[src/rtl/alu_pkg.sv]
// alu_pkg: shared opcodes, FSM state encoding and default width for the ALU sequencer.
package alu_pkg;

    localparam int DATA_W_DEF = 8;

    localparam logic [2:0] OP_AND   = 3'b000;
    localparam logic [2:0] OP_OR    = 3'b001;
    localparam logic [2:0] OP_XOR   = 3'b010;
    localparam logic [2:0] OP_NAND  = 3'b011;
    localparam logic [2:0] OP_ADD   = 3'b100;
    localparam logic [2:0] OP_SUB   = 3'b101;
    localparam logic [2:0] OP_SHR1  = 3'b110;
    localparam logic [2:0] OP_SHL1H = 3'b111;

    typedef enum logic [1:0] {
        ST_IDLE  = 2'd0,
        ST_ISSUE = 2'd1,
        ST_RESP  = 2'd2
    } state_t;

endpackage

[src/rtl/alu_regfile.sv]
// alu_regfile: NUM_REGS x DATA_W register file, two async read ports, one sync write port.
//   clk, rst              clock, synchronous active-high reset (clears all registers)
//   we_i, waddr_i, wdata_i write port
//   raddr_a_i/rdata_a_o   read port A
//   raddr_b_i/rdata_b_o   read port B
module alu_regfile import alu_pkg::*; #(
    parameter int DATA_W = DATA_W_DEF,
    parameter int REG_AW = 2
) (
    input  logic              clk,
    input  logic              rst,
    input  logic              we_i,
    input  logic [REG_AW-1:0] waddr_i,
    input  logic [DATA_W-1:0] wdata_i,
    input  logic [REG_AW-1:0] raddr_a_i,
    output logic [DATA_W-1:0] rdata_a_o,
    input  logic [REG_AW-1:0] raddr_b_i,
    output logic [DATA_W-1:0] rdata_b_o
);

    localparam int NUM_REGS = 2 ** REG_AW;

    logic [DATA_W-1:0] mem_q [NUM_REGS];

    always_ff @(posedge clk) begin
        if (rst) begin
            for (int i = 0; i < NUM_REGS; i++) mem_q[i] <= '0;
        end else if (we_i) begin
            mem_q[waddr_i] <= wdata_i;
        end
    end

    assign rdata_a_o = mem_q[raddr_a_i];
    assign rdata_b_o = mem_q[raddr_b_i];

endmodule

[src/rtl/alu_sequencer.sv]
// alu_sequencer: command-side initiator for an external combinational ALU.
//   cmd_*        command channel (valid/ready): load immediate or ALU op on registers
//   alu_operand_a/b, alu_op  registered drive to the external ALU
//   alu_result, alu_zero     combinational return from the ALU
//   rsp_*        response channel (valid/ready): value written to cmd_dst and its zero flag
//   sticky_zero  present only when ALU_ZERO_STICKY_EN is defined
module alu_sequencer import alu_pkg::*; #(
    parameter int DATA_W = DATA_W_DEF,
    parameter int REG_AW = 2
) (
    input  logic              clk,
    input  logic              rst,
    input  logic              cmd_valid,
    output logic              cmd_ready,
    input  logic              cmd_load,
    input  logic [2:0]        cmd_op,
    input  logic [REG_AW-1:0] cmd_dst,
    input  logic [REG_AW-1:0] cmd_srca,
    input  logic [REG_AW-1:0] cmd_srcb,
    input  logic [DATA_W-1:0] cmd_imm,
    output logic [DATA_W-1:0] alu_operand_a,
    output logic [DATA_W-1:0] alu_operand_b,
    output logic [2:0]        alu_op,
    input  logic [DATA_W-1:0] alu_result,
    input  logic              alu_zero,
    output logic              rsp_valid,
    input  logic              rsp_ready,
    output logic [DATA_W-1:0] rsp_data,
    output logic              rsp_zero
`ifdef ALU_ZERO_STICKY_EN
    ,
    output logic              sticky_zero
`endif
);

    state_t            state_q, state_d;
    logic [REG_AW-1:0] dst_q, dst_d, waddr;
    logic [DATA_W-1:0] opa_q, opa_d, opb_q, opb_d, rsp_data_q, rsp_data_d;
    logic [DATA_W-1:0] rd_a, rd_b, wdata;
    logic [2:0]        op_q, op_d;
    logic              rsp_zero_q, rsp_zero_d, cmd_fire, rsp_fire, issue, we;

    assign cmd_ready = state_q == ST_IDLE;
    assign rsp_valid = state_q == ST_RESP;
    assign issue     = state_q == ST_ISSUE;
    assign cmd_fire  = cmd_valid & cmd_ready;
    assign rsp_fire  = rsp_valid & rsp_ready;

    // Single write port shared by immediate loads (IDLE) and ALU write-back (ISSUE).
    assign we    = (cmd_fire & cmd_load) | issue;
    assign waddr = issue ? dst_q : cmd_dst;
    assign wdata = issue ? alu_result : cmd_imm;

    alu_regfile #(.DATA_W(DATA_W), .REG_AW(REG_AW)) u_rf (
        .clk       (clk),
        .rst       (rst),
        .we_i      (we),
        .waddr_i   (waddr),
        .wdata_i   (wdata),
        .raddr_a_i (cmd_srca),
        .rdata_a_o (rd_a),
        .raddr_b_i (cmd_srcb),
        .rdata_b_o (rd_b)
    );

    always_comb begin
        state_d    = state_q;
        dst_d      = dst_q;
        opa_d      = opa_q;
        opb_d      = opb_q;
        op_d       = op_q;
        rsp_data_d = rsp_data_q;
        rsp_zero_d = rsp_zero_q;
        unique case (state_q)
            ST_IDLE: begin
                if (cmd_fire && cmd_load) begin
                    rsp_data_d = cmd_imm;
                    rsp_zero_d = cmd_imm == '0;
                    state_d    = ST_RESP;
                end else if (cmd_fire) begin
                    dst_d   = cmd_dst;
                    opa_d   = rd_a;
                    opb_d   = rd_b;
                    op_d    = cmd_op;
                    state_d = ST_ISSUE;
                end
            end
            ST_ISSUE: begin
                rsp_data_d = alu_result;
                rsp_zero_d = alu_zero;
                state_d    = ST_RESP;
            end
            ST_RESP:  state_d = rsp_fire ? ST_IDLE : ST_RESP;
            default:  state_d = ST_IDLE;
        endcase
    end

    always_ff @(posedge clk) begin
        if (rst) begin
            state_q    <= ST_IDLE;
            dst_q      <= '0;
            opa_q      <= '0;
            opb_q      <= '0;
            op_q       <= '0;
            rsp_data_q <= '0;
            rsp_zero_q <= 1'b0;
        end else begin
            state_q    <= state_d;
            dst_q      <= dst_d;
            opa_q      <= opa_d;
            opb_q      <= opb_d;
            op_q       <= op_d;
            rsp_data_q <= rsp_data_d;
            rsp_zero_q <= rsp_zero_d;
        end
    end

    assign alu_operand_a = opa_q;
    assign alu_operand_b = opb_q;
    assign alu_op        = op_q;
    assign rsp_data      = rsp_data_q;
    assign rsp_zero      = rsp_zero_q;

`ifdef ALU_ZERO_STICKY_EN
    logic sticky_q, sticky_d;
    // Loading all-ones clears the flag; clear takes priority over set.
    assign sticky_d = (cmd_fire && cmd_load && cmd_imm == '1) ? 1'b0 :
                      (rsp_fire && rsp_zero_q)               ? 1'b1 : sticky_q;
    always_ff @(posedge clk) begin
        if (rst) sticky_q <= 1'b0;
        else     sticky_q <= sticky_d;
    end
    assign sticky_zero = sticky_q;
`endif

endmodule

[config.mk]
export PLATFORM = sky130hd
export DESIGN_NAME = alu_sequencer
export DESIGN_NICKNAME = d
export VERILOG_FILES = /design/src/rtl/alu_pkg.sv /design/src/rtl/alu_regfile.sv /design/src/rtl/alu_sequencer.sv
export SDC_FILE = /design/constraint.sdc
export NUM_CORES = 1
export LEC_CHECK = 0
export CORE_MARGIN = 10
export CORE_UTILIZATION = 55
export DETAILED_ROUTE_END_ITERATION = 10
export GPL_TIMING_DRIVEN = 1
export PLACE_DENSITY_LB_ADDON = 0.3
export SLEW_MARGIN = 30
export SYNTH_ARGS = -nofsm -noshare
export SYNTH_HDL_FRONTEND = slang
export SYNTH_HIERARCHICAL = 1
export SYNTH_SLANG_ARGS = --single-unit
[constraint.sdc]
create_clock -name clk -period 4.15 [get_ports clk]
set_input_delay 0.83 -clock clk [delete_from_list [all_inputs] [get_ports clk]]
set_output_delay 0.83 -clock clk [all_outputs]
set_load 0.05 [all_outputs]
==> results of run 1 <==
==> metal layers <==
layer  wire length, um  vias up  global-route usage
met5                 0        -                   0
met4                95        0              0.0759
met3               628       11              0.0568
met2              3140       84               0.250
met1              2770     1030               0.194
li1                  -     1025                   -
==> final cells by class <==
cell class | instances | area, um^2
Sequential cell | 64 | 1600
Fill cell | 364 | 1330
Timing Repair Buffer | 64 | 634
Inverter | 10 | 37.5
Tap cell | 70 | 87.6
Clock buffer | 9 | 124
Clock inverter | 7 | 86.3
Multi-Input combinational cell | 162 | 1270
==> tightest hold or removal path, cell delays in order (launching register included) <==
cell and delay [ps]:
dfxtp_1 310, nand2_1 50, a21oi_1 50
==> final timing paths <==
check	to	cells past startpoint	slack, ps
hold / removal	alu_operand_b[4]$_SDFFE_PP0P_	2	450
setup reg to reg	u_rf/mem_q[2][3]$_SDFFCE_PN0P_	5	1700
hold reg to reg	alu_operand_b[4]$_SDFFE_PP0P_	2	450
setup / recovery	rsp_valid	2	1470
==> registers in the layout (all words and copies together), names as in the netlist <==
| signal | flops |
|---|---|
| u_rf/mem_q | 32 |
| rsp_data | 8 |
| rsp_zero | 1 |
| alu_operand_a | 8 |
| dst_q | 2 |
| alu_op | 3 |
| alu_operand_b | 8 |
| state_q | 2 |
==> power groups by stage <==
stage / logic [mW] / registers (mW) / clock network, mW
floorplan: 0.116 / 0.788 / 0
global placement: 0.256 / 0.734 / 0
detailed placement: 0.262 / 0.737 / 0
global route: 0.281 / 0.728 / 0.610
finish: 0.263 / 0.724 / 0.569
CTS: 0.263 / 0.724 / 0.579
==> kinds of logic after synthesis <==
group                  Yosys count  share of synthesized area
AO/OA/AOI/OAI                   38                     0.0826
buffers and inverters           24                     0.0415
flip-flops                      64                      0.536
multiplexers                    26                      0.155
AND/OR/NAND/NOR                 98                      0.184
==> stage by stage <==
step,instance area [um^2],utilization
after global placement,3620,0.700
after global routing,3840,0.742
after detailed placement,3620,0.700
final,3840,0.742
after CTS,3830,0.740
after floorplan,2990,-
==> layout by cell type, fill, tap and decap left out, drive strengths merged, types with 3 or more instances in the layout <==
cell type      instances
dfxtp                 32
clkinv                 4
clkdlybuf4s50         60
inv                   10
a21oi                 23
edfxtp                32
nor2                  11
clkbuf                 9
and2                  32
buf                    4
a221oi                 8
nor2b                  3
nand2                 42
mux4                  16
mux2i                  8
==> flow_summary_export.csv, run 1 <==
group,metric,value,unit
status,outcome,"finished clean",
placement,place_inst,369,
synthesis,yosysTopAreaCellShare,0.322,
timing,fin_skew,6.60,ps
detailed_routing,drt-initial-drc-count,79,
timing,slew_headroom,0.528,
detailed_routing,route.detailed.drc,0,
placement,place_ws,1400,ps
timing,hold_violations,0,
setup_path,worst-endpoint-arrival,1850,ps
global_route,grt_usage,0.160,
timing,fmax,0.373,GHz
global_route,grt_pass1_vias,2250,
synthesis,synth_area,0.00299,mm^2
synthesis,synthArstFlopShare,0,
synthesis,synth_top_cell_by_area,"edfxtp_1",
floorplan,std_cell_rows,26,
cells_and_area,drive_gt1_frac,0.171,
synthesis,ys_ff_latch,64,
clock_network,cts_setup_buffers,0,
setup_path,worst_setup_path_start_kind,"flip-flop",
setup_path,crit_path_top_delay_cell,"clkdlybuf4s50_1",
floorplan,fp.coreArea,0.00517,mm^2
setup_path,required,3320,ps
timing,max_slew.worst_pin.slew,705,ps
clock_network,path_clk_slew,70,ps
cells_and_area,syn_to_final_growth,28.6,%
cells_and_area,num_antenna_cells,0,
pwr,pwr-share-comb,0.169,
timing,min_period,2680,ps
synthesis,syn_area_per_cell,11.9,um^2
clock_network,cts-root-buf,"clkbuf_8",
global_route,antenna_found_initial,0,
setup_path,cp-end-kind,"output port",
floorplan,io_pins,61,
synthesis,synth_warnings,6,
timing,post-route-period-util,0.646,
pwr,powerDensity,405,mW/mm^2
worst_hold_path,min_from,"alu_operand_b[4]$_SDFFE_PP0P_",
floorplan,die_y,93.7,um
synthesis,netlist_top_cells_count,"42 x nand2_1, 32 x dfxtp_1, 32 x edfxtp_1, 24 x and2_1, 23 x a21oi_1",
detailed_routing,vias,2150,
floorplan,die_w,93.7,um
clock_network,clock_latency,330,ps
pwr,peakVddDrop,0.246,mV
pwr,clock_power_share,0.366,
global_route,grt-ovfl-total,0,
timing,slew_viol_final,0,
pwr,swShare,0.262,
setup_path,cp_top_family,"buffers and inverters",
synthesis,synthCells,250,
setup_path,cpPeakStageDelay,830,ps
setup_path,cp_num_buf_inv,1,
setup_path,r2r_start,"state_q[0]$_SDFFE_PP0P_",
clock_network,htreeDepth,3,
pwr,power_frac_seq,0.465,
worst_hold_path,hold_class,"flip-flop to flip-flop",
floorplan,dieArea,0.00878,mm^2
pwr,finalPower,1.56,mW
setup_path,crit_start,"state_q[1]$_SDFFE_PP0P_",
synthesis,synth-edff-count,32,
clock_network,cts_hold_buf,0,
synthesis,synth-main-ff-cell,"edfxtp_1",
cells_and_area,stdcell_count,386,
detailed_routing,routedWlPerCell,17.2,um
setup_path,crit_fanout,7,
global_route,grt_pass1_wl,11.2,mm
clock_network,clockBufferDepth,2,
placement,port_buffers,60,
synthesis,synth.distinct_cells,31,
placement,hpwl,4.88,mm
synthesis,synth_area_leaders,"edfxtp_1 32%, dfxtp_1 21%, mux4_2 12%",
timing,worst_slack,1470,ps
setup_path,timing.critical_path.cells,"nor2b_1 -> clkdlybuf4s50_1",
placement,gp_congestion,0.770,
clock_network,tritoncts,"done",
pwr,p_int,1.15,mW
global_route,grt_max_degree,41,
detailed_routing,viasPerCell,5.57,
floorplan,start_util,0.577,
pwr,p_sw,408,uW
clock_network,cts_sinks,64,
clock_network,cts.repair.resized,0,
detailed_routing,drtAntennaViolNets,0,
pwr,p_leak,1.39,nW
detailed_routing,drt-total-wl,6.64,mm
setup_path,crit_type,"flip-flop to output port",
run,maxCapViolations,0,
timing,rsz0062_at_grt,"no",
timing,hold_slack,454,ps
synthesis,yosysMostFrequentCell,"nand2_1",
synthesis,synth_fp_nets,281,
clock_network,cts_buffers,9,
timing,setup_violations,0,
timing,finalSetupTns,0,ps
cells_and_area,nNetsFinal,342,
detailed_routing,drtPass1Iterations,4,
synthesis,ys_seq_area_frac,0.536,
Power figures use the tool's default switching activity.
==> run 2: changes to the inputs <==
--- a/config.mk
+++ b/config.mk
@@ -6,7 +6,7 @@
 export NUM_CORES = 1
 export LEC_CHECK = 0
 export CORE_MARGIN = 10
-export CORE_UTILIZATION = 55
+export CORE_UTILIZATION = 51
 export DETAILED_ROUTE_END_ITERATION = 10
 export GPL_TIMING_DRIVEN = 1
 export PLACE_DENSITY_LB_ADDON = 0.3
==> constraint.sdc (replaced) <==
create_clock -name clk -period 2.7 [get_ports clk]
set_input_delay 0.54 -clock clk [delete_from_list [all_inputs] [get_ports clk]]
set_output_delay 0.54 -clock clk [all_outputs]
set_load 0.05 [all_outputs]
==> flow_summary_export.csv, run 2 (synthesis results as in run 1) <==
group,metric,value,unit
clock_network,cts-root-buf,"clkbuf_8",
clock_network,tritoncts,"done",
detailed_routing,route.detailed.drc,0,
clock_network,cts.repair.resized,0,
clock_network,cts_setup_buffers,0,
setup_path,worst-endpoint-arrival,1850,ps
setup_path,required,2160,ps
placement,place_ws,317,ps
timing,fin_skew,3.45,ps
pwr,finalPower,2.28,mW
cells_and_area,regMostFlops,"u_rf/mem_q",
detailed_routing,drtPass1Iterations,5,
cells_and_area,syn_to_final_growth,28.3,%
pwr,powerDensity,594,mW/mm^2
setup_path,timing.critical_path.cells,"nor2b_1 -> clkdlybuf4s50_1",
timing,rsz0062_at_grt,"no",
timing,finalSetupTns,0,ps
setup_path,crit_path_top_delay_cell,"clkdlybuf4s50_1",
cells_and_area,final_common_cell,"clkdlybuf4s50_1",
detailed_routing,drt-initial-drc-count,71,
worst_hold_path,hold_class,"flip-flop to flip-flop",
detailed_routing,vias,2051,
cells_and_area,fillers,452,
cells_and_area,stdcell_count,391,
cells_and_area,layout_common_cells,"60 x clkdlybuf4s50_1, 42 x nand2_1, 32 x dfxtp_1, 32 x edfxtp_1, 24 x and2_1",
cells_and_area,num_antenna_cells,0,
pwr,peakVddDrop,0.364,mV
detailed_routing,drtAntennaViolNets,0,
setup_path,crit_type,"flip-flop to output port",
global_route,antenna_found_initial,0,
clock_network,clockBufferDepth,2,
clock_network,cts_sinks,64,
global_route,grt_pass1_vias,2175,
placement,place_inst,375,
floorplan,std_cell_rows,27,
global_route,grt_usage,0.148,
floorplan,io_pins,61,
cells_and_area,largest_register_ff_count,32,
timing,max_slew.worst_pin.slew,569,ps
timing,post-route-period-util,0.887,
cells_and_area,post-route-util,0.683,
timing,fmax,0.418,GHz
global_route,grt_max_degree,23,
floorplan,dieArea,0.00931,mm^2
placement,hpwl,5.19,mm
clock_network,cts_buffers,9,
floorplan,fp.coreArea,0.00561,mm^2
timing,min_period,2390,ps
cells_and_area,design_area,0.00383,mm^2
pwr,p_leak,1.39,nW
setup_path,worst_setup_path_start_kind,"flip-flop",
status,outcome,"finished clean",
setup_path,crit_fanout,7,
global_route,grt-ovfl-total,0,
timing,worst_slack,305,ps
floorplan,die_w,96.5,um
run,maxCapViolations,0,
timing,setup_violations,0,
floorplan,start_util,0.532,
cells_and_area,drive_gt1_frac,0.169,
timing,slew_headroom,0.619,
timing,hold_slack,454,ps
placement,gp_congestion,0.764,
setup_path,cpPeakStageDelay,830,ps
detailed_routing,drt-total-wl,6.58,mm
placement,port_buffers,60,
clock_network,path_clk_slew,60,ps
setup_path,cp-end-kind,"output port",
detailed_routing,routedWlPerCell,16.8,um
global_route,grt_pass1_wl,10.5,mm
timing,slew_viol_final,0,
placement,placed_cell_area,0.00365,mm^2
floorplan,die_y,96.5,um
detailed_routing,viasPerCell,5.25,
clock_network,clock_latency,330,ps
cells_and_area,nNetsFinal,345,
clock_network,cts_hold_buf,0,
timing,hold_violations,0,
clock_network,htreeDepth,3,
-- run 2: cell types whose count changed in the layout (fill, tap and decap cells not counted) --
cell and delta:
bufinv_16 -1, clkinv_2 -1, buf_4 +4, clkinvlp_4 -1, clkbuf_1 +2, buf_6 -1
clkinv_1 +1
-- run 2: routing by layer --
| layer | GRT usage | share of wire | vias to the layer above |
|---|---|---|---|
| li1 | - | - | 1025 |
| met1 | 0.156 | 0.41 | 956 |
| met2 | 0.255 | 0.50 | 56 |
| met3 | 0.0517 | 0.076 | 14 |
| met4 | 0.0763 | 0.019 | 0 |
| met5 | 0 | 0 | - |
-- run 2: path summary, 6_finish.rpt --
kind	from	to	slack, ps	cells past startpoint
setup / recovery	state_q[1]$_SDFFE_PP0P_	rsp_valid	310	2
hold reg to reg	alu_operand_a[1]$_SDFFE_PP0P_	alu_operand_a[1]$_SDFFE_PP0P_	450	2
setup reg to reg	state_q[0]$_SDFFE_PP0P_	u_rf/mem_q[2][7]$_SDFFCE_PN0P_	640	5
hold / removal	alu_operand_a[1]$_SDFFE_PP0P_	alu_operand_a[1]$_SDFFE_PP0P_	450	2
-- run 2: report_power, final --
group,switching (mW),internal (mW)
registers,0.0329,1.08
clock network,0.339,0.417
logic,0.230,0.177
-- run 2: critical path, delay by kind of cell, from the launching register on --
family | cells | cell delay, ps
flip-flops | 1 | 480
AND/OR/NAND/NOR | 1 | 210
buffers and inverters | 1 | 830
-- run 2: final cells by class --
type | count | area (um^2) | area share
multi-input cells | 162 | 1270 | 0.331
inverters | 10 | 37.5 | 0.00980
clock inverters | 5 | 47.5 | 0.0124
flip-flops and latches | 64 | 1600 | 0.418
clock buffers | 11 | 131 | 0.0343
well taps | 72 | 90.1 | 0.0235
repair buffers | 67 | 653 | 0.171
